`config.mk`:
```
export PLATFORM = sky130hd
export DESIGN_NAME = siphash_core
export DESIGN_NICKNAME = d
export VERILOG_FILES = /design/src/rtl/siphash_core.sv
export SDC_FILE = /design/constraint.sdc
export NUM_CORES = 2
export LEC_CHECK = 0
export ABC_AREA = 1
export CORE_MARGIN = 10
export CORE_UTILIZATION = 55
export CTS_CLUSTER_DIAMETER = 50
export DETAILED_ROUTE_END_ITERATION = 10
export PLACE_DENSITY = 0.75
export REMOVE_ABC_BUFFERS = 1
export SLEW_MARGIN = 15
export SYNTH_ARGS = -nofsm -noshare
export SYNTH_HDL_FRONTEND = slang
export SYNTH_HIERARCHICAL = 1
export SYNTH_SLANG_ARGS = --single-unit
```
`constraint.sdc`:
```
create_clock -name clk -period 4.4 [get_ports clk]
set_input_delay 0.66 -clock clk [delete_from_list [all_inputs] [get_ports clk]]
set_output_delay 0.66 -clock clk [all_outputs]
set_load 0.1 [all_outputs]
```
`src/rtl/siphash_core.sv`:
```
// SipHash-c-d sequencing core: key setup, word absorption, length padding
// and finalisation around a one-round-per-cycle SipRound engine.

// One SipRound per clock: the engine registers its input vector and presents
// the rounded result combinationally, so feeding ov back into iv advances one
// round per edge.
module siphash_round (
  input  logic        clk,
  input  logic        rst_n,
  input  logic [63:0] iv0,
  input  logic [63:0] iv1,
  input  logic [63:0] iv2,
  input  logic [63:0] iv3,
  output logic [63:0] ov0,
  output logic [63:0] ov1,
  output logic [63:0] ov2,
  output logic [63:0] ov3
);

  logic [63:0] s0_q, s1_q, s2_q, s3_q;

  function automatic logic [63:0] rotl(input logic [63:0] x, input int r);
    return (x << r) | (x >> (64 - r));
  endfunction

  // Capture the vector to be rounded on every edge.
  always_ff @(posedge clk or negedge rst_n) begin
    if (!rst_n) begin
      s0_q <= '0;
      s1_q <= '0;
      s2_q <= '0;
      s3_q <= '0;
    end else begin
      s0_q <= iv0;
      s1_q <= iv1;
      s2_q <= iv2;
      s3_q <= iv3;
    end
  end

  // One SipRound (ARX network) applied to the captured vector.
  always_comb begin
    logic [63:0] a0, a1, a2, a3;
    a0 = s0_q;
    a1 = s1_q;
    a2 = s2_q;
    a3 = s3_q;
    a0 = a0 + a1;
    a1 = rotl(a1, 13);
    a1 = a1 ^ a0;
    a0 = rotl(a0, 32);
    a2 = a2 + a3;
    a3 = rotl(a3, 16);
    a3 = a3 ^ a2;
    a0 = a0 + a3;
    a3 = rotl(a3, 21);
    a3 = a3 ^ a0;
    a2 = a2 + a1;
    a1 = rotl(a1, 17);
    a1 = a1 ^ a2;
    a2 = rotl(a2, 32);
    ov0 = a0;
    ov1 = a1;
    ov2 = a2;
    ov3 = a3;
  end

endmodule

module siphash_core #(
  parameter int C_ROUNDS = 2,
  parameter int D_ROUNDS = 4
) (
  input  logic         clk,
  input  logic         rst_n,
  input  logic         start,
  input  logic [127:0] key,
  output logic         busy,
  input  logic [63:0]  m_data,
  input  logic [2:0]   m_bytes,
  input  logic         m_last,
  input  logic         m_valid,
  output logic         m_ready,
  output logic [63:0]  h_data,
  output logic         h_valid,
  input  logic         h_ready
);

  typedef enum logic [2:0] {
    IDLE,
    ABSORB,
    COMP,
    FINLOAD,
    FIN,
    DONE
  } state_e;

  localparam logic [3:0] CMax = 4'(C_ROUNDS);
  localparam logic [3:0] DMax = 4'(D_ROUNDS);

  state_e      state_q, state_d;
  logic [63:0] v0_q, v1_q, v2_q, v3_q;
  logic [63:0] v0_d, v1_d, v2_d, v3_d;
  logic [63:0] m_q, m_d;
  logic        last_q, last_d;
  logic [7:0]  len_q, len_d;
  logic [3:0]  cnt_q, cnt_d;
  logic [63:0] hData_q, hData_d;
  logic        hValid_q, hValid_d;

  logic [63:0] mWord;
  logic [63:0] roundIv0, roundIv1, roundIv2, roundIv3;
  logic [63:0] roundOv0, roundOv1, roundOv2, roundOv3;

  siphash_round u_round (
    .clk   (clk),
    .rst_n (rst_n),
    .iv0   (roundIv0),
    .iv1   (roundIv1),
    .iv2   (roundIv2),
    .iv3   (roundIv3),
    .ov0   (roundOv0),
    .ov1   (roundOv1),
    .ov2   (roundOv2),
    .ov3   (roundOv3)
  );

  // Form the absorbed word: a final word keeps only its valid bytes and
  // carries the total length (mod 256) in its top byte.
  always_comb begin
    mWord = m_data;
    if (m_last) begin
      for (int i = 0; i < 8; i++) begin
        if (i >= int'(m_bytes)) begin
          mWord[8*i +: 8] = 8'h00;
        end
      end
      mWord[63:56] = len_q + {5'b00000, m_bytes};
    end
  end

  // State, chaining value and tag registers.
  always_ff @(posedge clk or negedge rst_n) begin
    if (!rst_n) begin
      state_q  <= IDLE;
      v0_q     <= '0;
      v1_q     <= '0;
      v2_q     <= '0;
      v3_q     <= '0;
      m_q      <= '0;
      last_q   <= 1'b0;
      len_q    <= '0;
      cnt_q    <= '0;
      hData_q  <= '0;
      hValid_q <= 1'b0;
    end else begin
      state_q  <= state_d;
      v0_q     <= v0_d;
      v1_q     <= v1_d;
      v2_q     <= v2_d;
      v3_q     <= v3_d;
      m_q      <= m_d;
      last_q   <= last_d;
      len_q    <= len_d;
      cnt_q    <= cnt_d;
      hData_q  <= hData_d;
      hValid_q <= hValid_d;
    end
  end

  // Sequencing: load the round engine, count rounds, fold results back into v.
  always_comb begin
    state_d  = state_q;
    v0_d     = v0_q;
    v1_d     = v1_q;
    v2_d     = v2_q;
    v3_d     = v3_q;
    m_d      = m_q;
    last_d   = last_q;
    len_d    = len_q;
    cnt_d    = cnt_q;
    hData_d  = hData_q;
    hValid_d = hValid_q;
    roundIv0 = roundOv0;
    roundIv1 = roundOv1;
    roundIv2 = roundOv2;
    roundIv3 = roundOv3;

    case (state_q)
      IDLE: begin
        if (start) begin
          v0_d    = key[63:0]   ^ 64'h736f6d6570736575;
          v1_d    = key[127:64] ^ 64'h646f72616e646f6d;
          v2_d    = key[63:0]   ^ 64'h6c7967656e657261;
          v3_d    = key[127:64] ^ 64'h7465646279746573;
          len_d   = 8'h00;
          state_d = ABSORB;
        end
      end

      ABSORB: begin
        roundIv0 = v0_q;
        roundIv1 = v1_q;
        roundIv2 = v2_q;
        roundIv3 = v3_q ^ mWord;
        if (m_valid) begin
          m_d     = mWord;
          last_d  = m_last;
          cnt_d   = 4'd1;
          state_d = COMP;
          if (!m_last) begin
            len_d = len_q + 8'd8;
          end
        end
      end

      COMP: begin
        if (cnt_q == CMax) begin
          v0_d = roundOv0 ^ m_q;
          v1_d = roundOv1;
          v2_d = roundOv2 ^ (last_q ? 64'h00000000000000ff : 64'h0);
          v3_d = roundOv3;
          state_d = last_q ? FINLOAD : ABSORB;
        end else begin
          cnt_d = cnt_q + 4'd1;
        end
      end

      FINLOAD: begin
        roundIv0 = v0_q;
        roundIv1 = v1_q;
        roundIv2 = v2_q;
        roundIv3 = v3_q;
        cnt_d    = 4'd1;
        state_d  = FIN;
      end

      FIN: begin
        if (cnt_q == DMax) begin
          hData_d  = roundOv0 ^ roundOv1 ^ roundOv2 ^ roundOv3;
          hValid_d = 1'b1;
          state_d  = DONE;
        end else begin
          cnt_d = cnt_q + 4'd1;
        end
      end

      DONE: begin
        if (h_ready) begin
          hValid_d = 1'b0;
          state_d  = IDLE;
        end
      end

      default: begin
        state_d = IDLE;
      end
    endcase
  end

  assign busy    = (state_q != IDLE);
  assign m_ready = (state_q == ABSORB);
  assign h_data  = hData_q;
  assign h_valid = hValid_q;

endmodule
```
==> results_dict.tcl, run 1 <==
set metrics [dict create \
    design.portCount 268 \
    postPlaceCellArea_um2 71800 \
    synth_top_cell_by_area "dfrtp_1" \
    overflow 3034 \
    portBuffers 267 \
    status "did not finish" \
    synthTopCellsByArea "dfrtp_1, nand2_1, inv_1" \
    die_w_um 334 \
    grt_pass1_wl_um 724000 \
    globalplace.congestion 1.36 \
    cts_buffers 87 \
    synthCells 8213 \
    synth_seq_area_share_pct 30.2 \
    synth_cell_types 61 \
    synth_top_area_share_pct 30.2 \
    stop_error "[ERROR GRT-0116] Global routing finished with congestion. Check the congestion regions in the DRC Viewer." \
    ctsHoldBuffers 0 \
    htreeDepth 3 \
    synth_edf_count 0 \
    first_global_vias 97500 \
    stop_stage "5_1_grt" \
    ys.flop_type "dfrtp_1" \
    synthArstFlopShare_pct 100 \
    cts_buffer_depth 3 \
    clock-sinks 654 \
    grt_max_degree 181 \
    synth_warnings 6 \
    syn-cell-area_um2 54200 \
    syn-mean-instance-area_um2 6.60 \
    dp_hpwl_um 230000 \
    cts-root-buf "clkbuf_16" \
    ys_seq_elements 654 \
    die_h_um 334 \
    track_usage_pct 86.5 \
    initial_core_util_pct 55.3 \
    row_count 115 \
]
## kinds of logic after synthesis
group | Yosys count | synth area share [%]
buffers and inverters | 1258 | 9.13
and+or+nand+nor | 4333 | 33.2
xor gates and xnor gates | 546 | 9.44
DFF | 654 | 30.2
adders and majority gates | 260 | 6.05
AOI/OAI and AO/OA | 1162 | 12.0
## stage by stage
step	instances	setup TNS, ns	setup WS [ns]	utilization (%)
3_5_place_dp	11400	-418.81	-1.63	73.1
2_1_floorplan	7979	-2162.53	-5.51	-
3_3_place_gp	11400	-363.28	-1.92	73.1
4_1_cts	11700	-145.94	-0.602	85.2
## cell usage after synthesis, types with 4 or more instances
library cell  count
nand2_2          39
a21boi_1          5
fa_1              4
a21o_1           39
xnor3_1           5
or2_1             6
xnor2_1         205
o21a_1           49
o21ai_2           9
buf_2           132
a21oi_1         347
xor2_2           31
o21ai_1          34
nor2_1          521
dfrtp_1         654
and3_1            4
inv_1          1010
nand3_1         752
o21ai_0         516
nor2_2           17
a21boi_0         15
nand2_1        2768
and2_1            5
ha_1            256
nand3b_1         29
a211oi_1          6
a31oi_1          31
buf_1            18
nand2b_1         64
o21bai_1         60
clkbuf_1         68
o221ai_1          6
nand3_2           6
nor4_1           15
or2_2            14
inv_2            14
xor2_1          303
a21oi_2           9
o211ai_1         18
buf_4            12
nand4_1          34
nor3_1           50
## per-layer routing
metal | GRT usage [%] | GRT overflow
met1 | 81.9 | 115
met2 | 99.6 | 2035
met3 | 79.2 | 122
met4 | 86.0 | 750
met5 | 66.8 | 12
## timing repair
action | CTS
cloned | 0
setup buffers | 166
hold endpoints to repair | 0
resized for setup | 1653
pin swaps | 494
setup endpoints to repair | 508
==> inputs of run 2 (changes only) <==
CORE_UTILIZATION = 40   (was 55)
CTS_CLUSTER_DIAMETER = unset   (was 50)
PLACE_DENSITY = unset   (was 0.75)
PLACE_DENSITY_LB_ADDON = 0.15   (was unset)
clock period = 5.72 ns   (was 4.4 ns; I/O delays follow)
==> results_dict.tcl, run 2 <==
set metrics [dict create \
    max_freq_mhz 172 \
    drt-pass1-iter-count 9 \
    synth_common_cells "nand2_1, inv_1, nand3_1" \
    crit_arrival_ns 6.38 \
    antenna_found_initial 21 \
    cts_buffers 80 \
    synth.most_common_cell "nand2_1" \
    synth_top_area_share_pct 30.2 \
    worstSetupPathType "flip-flop to flip-flop" \
    first_global_vias 65300 \
    die_w_um 388 \
    htreeDepth 3 \
    vias_per_cell 5.65 \
    layout_setup_ws_ns -0.0881 \
    ys.flop_type "dfrtp_1" \
    synth_top_cell_by_area "dfrtp_1" \
    track_usage_pct 45.5 \
    synth_seq_area_share_pct 30.2 \
    slew_viol_final 0 \
    violations "negative setup slack" \
    synthTopCellsByArea "dfrtp_1, nand2_1, inv_1" \
    drtIter0Drc 8148 \
    grt_pass1_wl_um 485000 \
    initial_core_util_pct 40.1 \
    design.portCount 268 \
    syn-mean-instance-area_um2 6.60 \
    maxCapViolCount 0 \
    rsz0062_at_grt "true" \
    cpPeakStageDelay_ns 0.41 \
    postPlaceCellArea_um2 73400 \
    worst-path-buf-inv 8 \
    drive_gt1_share_pct 28.8 \
    min_period_ns 5.81 \
    cts_tree "done" \
    final_cell_mix "nand2_1, buf_4, inv_1" \
    setup_viol 8 \
    cp_top_family "simple AND/OR/NAND/NOR gates" \
    num-nets-final 10700 \
    post-route-period-util_pct 102 \
    portBuffers 267 \
    worst-slew-pin-transition_ns 1.21 \
    die_h_um 388 \
    drt_drc_violations_left 0 \
    min_path_type "input pin to async pin" \
    worst_ep_required_time_ns 6.29 \
    fp.coreArea_um2 135000 \
    status "finished with violations" \
    ctsHoldBuffers 0 \
    syn-cell-area_um2 54200 \
    path_common_cell "nand2_1" \
    synthArstFlopShare_pct 100 \
    start_kind "flip-flop" \
    design_area_um2 81100 \
    cts_buffer_depth 3 \
    grt_max_degree 188 \
    skew_ns 0.0312 \
    synth_warnings 6 \
    dp_hpwl_um 302000 \
    layout_commonest_cell "nand2_1" \
    row_count 135 \
    worstSetupEndpointType "flip-flop" \
    ant_nets 0 \
    cts-root-buf "clkbuf_16" \
    die-area_um2 151000 \
    globalplace.congestion 1.16 \
    ys_seq_elements 654 \
    relSlewSlack_pct 18.8 \
    overflow 0 \
    clk_latency_ns 0.73 \
    clock-sinks 654 \
    synth_edf_count 0 \
    synthCells 8213 \
    synth_cell_types 61 \
    wl_per_cell_um 29.7 \
    area_growth_pct 49.6 \
    num_vias 68500 \
    clk_pin_slew_worst_paths_ns 0.06 \
    finalHoldViolCount 0 \
    slowest_stage "dfrtp_1" \
    crit_fanout 3 \
    wl_um 360000 \
]
[run 2: cell counts after synthesis]
Identical to the previous run, type by type.
[run 2: kinds of logic (layout without fill, tap and decap cells)]
family          count (synthesis)  in the layout  share of synthesized area, %
simple gates                 4333           4333                          33.2
fa+ha+maj                     260            260                          6.05
flops                         654            654                          30.2
buf+inv                      1258           3366                          9.13
compound gates               1162           1162                          12.0
xor+xnor                      546            546                          9.44
other cells                     0             19                             0
[run 2: what timing repair did]
action / in CTS / in global routing
endpoints found under the setup margin: 327 / 348
pin swaps: 21 / 192
endpoints found under the hold margin: 0 / 0
gates resized for setup: 309 / 745
buffers inserted: 12 / 53
[run 2: worst reg2reg max path: cells and delay by family, from the launching register on]
kind | cells | cell delay (ns)
compound gates | 5 | 0.99
xor+xnor | 2 | 0.50
fa+ha+maj | 3 | 0.81
buf+inv | 8 | 0.96
flops | 1 | 0.41
simple gates | 18 | 2.02
[run 2: per-layer routing]
| metal | GRT usage, % | share of wire, % | vias up |
|---|---|---|---|
| met5 | 0 | 0.020 | - |
| met4 | 38.3 | 11 | 12 |
| met3 | 14.7 | 12 | 1232 |
| met2 | 68.4 | 42 | 4551 |
| met1 | 52.3 | 35 | 32600 |
| li1 | - | - | 30100 |
[run 2: final timing paths]
kind / cells past startpoint / slack, ns / endpoint / start
worst max-delay path: 36 / -0.09 / u_round/s3_q[39] / u_round/s0_q[0]
worst min-delay path: 1 / 0.08 / v3_q[1] / rst_n
worst max register to register: 36 / -0.09 / u_round/s3_q[39] / u_round/s0_q[0]
worst min register to register: 2 / 0.46 / u_round/s0_q[32] / v0_q[32]
max in group asynchronous: 2 / 4.04 / u_round/s1_q[13] / rst_n
min in group clk: 2 / 0.46 / u_round/s0_q[32] / v0_q[32]
[run 2: cell type report]
type                    instances  area, um^2
well taps                    1781        2230
flip-flops and latches        654       16400
clock buffers                 110        2260
clock inverters                27         377
multi-input cells            6301       37400
diodes                         19        47.5
inverters                    1024        3860
repair buffers               2205       18500
fillers                     12500       54000
[run 2: per-stage QoR]
step / utilization (%) / setup TNS (ns) / worst slack, ns / std cells / hold WS, ns
6_report: 60.0 / -0.293 / -0.0881 / 12100 / 0.0850
3_5_place_dp: 54.3 / -87.55 / -1.10 / 11900 / 0.457
4_1_cts: 57.3 / -0.0726 / -0.0355 / 12000 / 0.118
2_1_floorplan: - / -1380.48 / -4.19 / 7979 / 0.442
5_1_grt: 60.0 / -2.31 / -0.120 / 12100 / 0.125
3_3_place_gp: 54.3 / -97.63 / -1.16 / 11900 / 0.451
Power of run 2 is left out: the tool's default activity adds up to more than one toggle a clock period on the data nets, which glitch-free logic cannot reach.
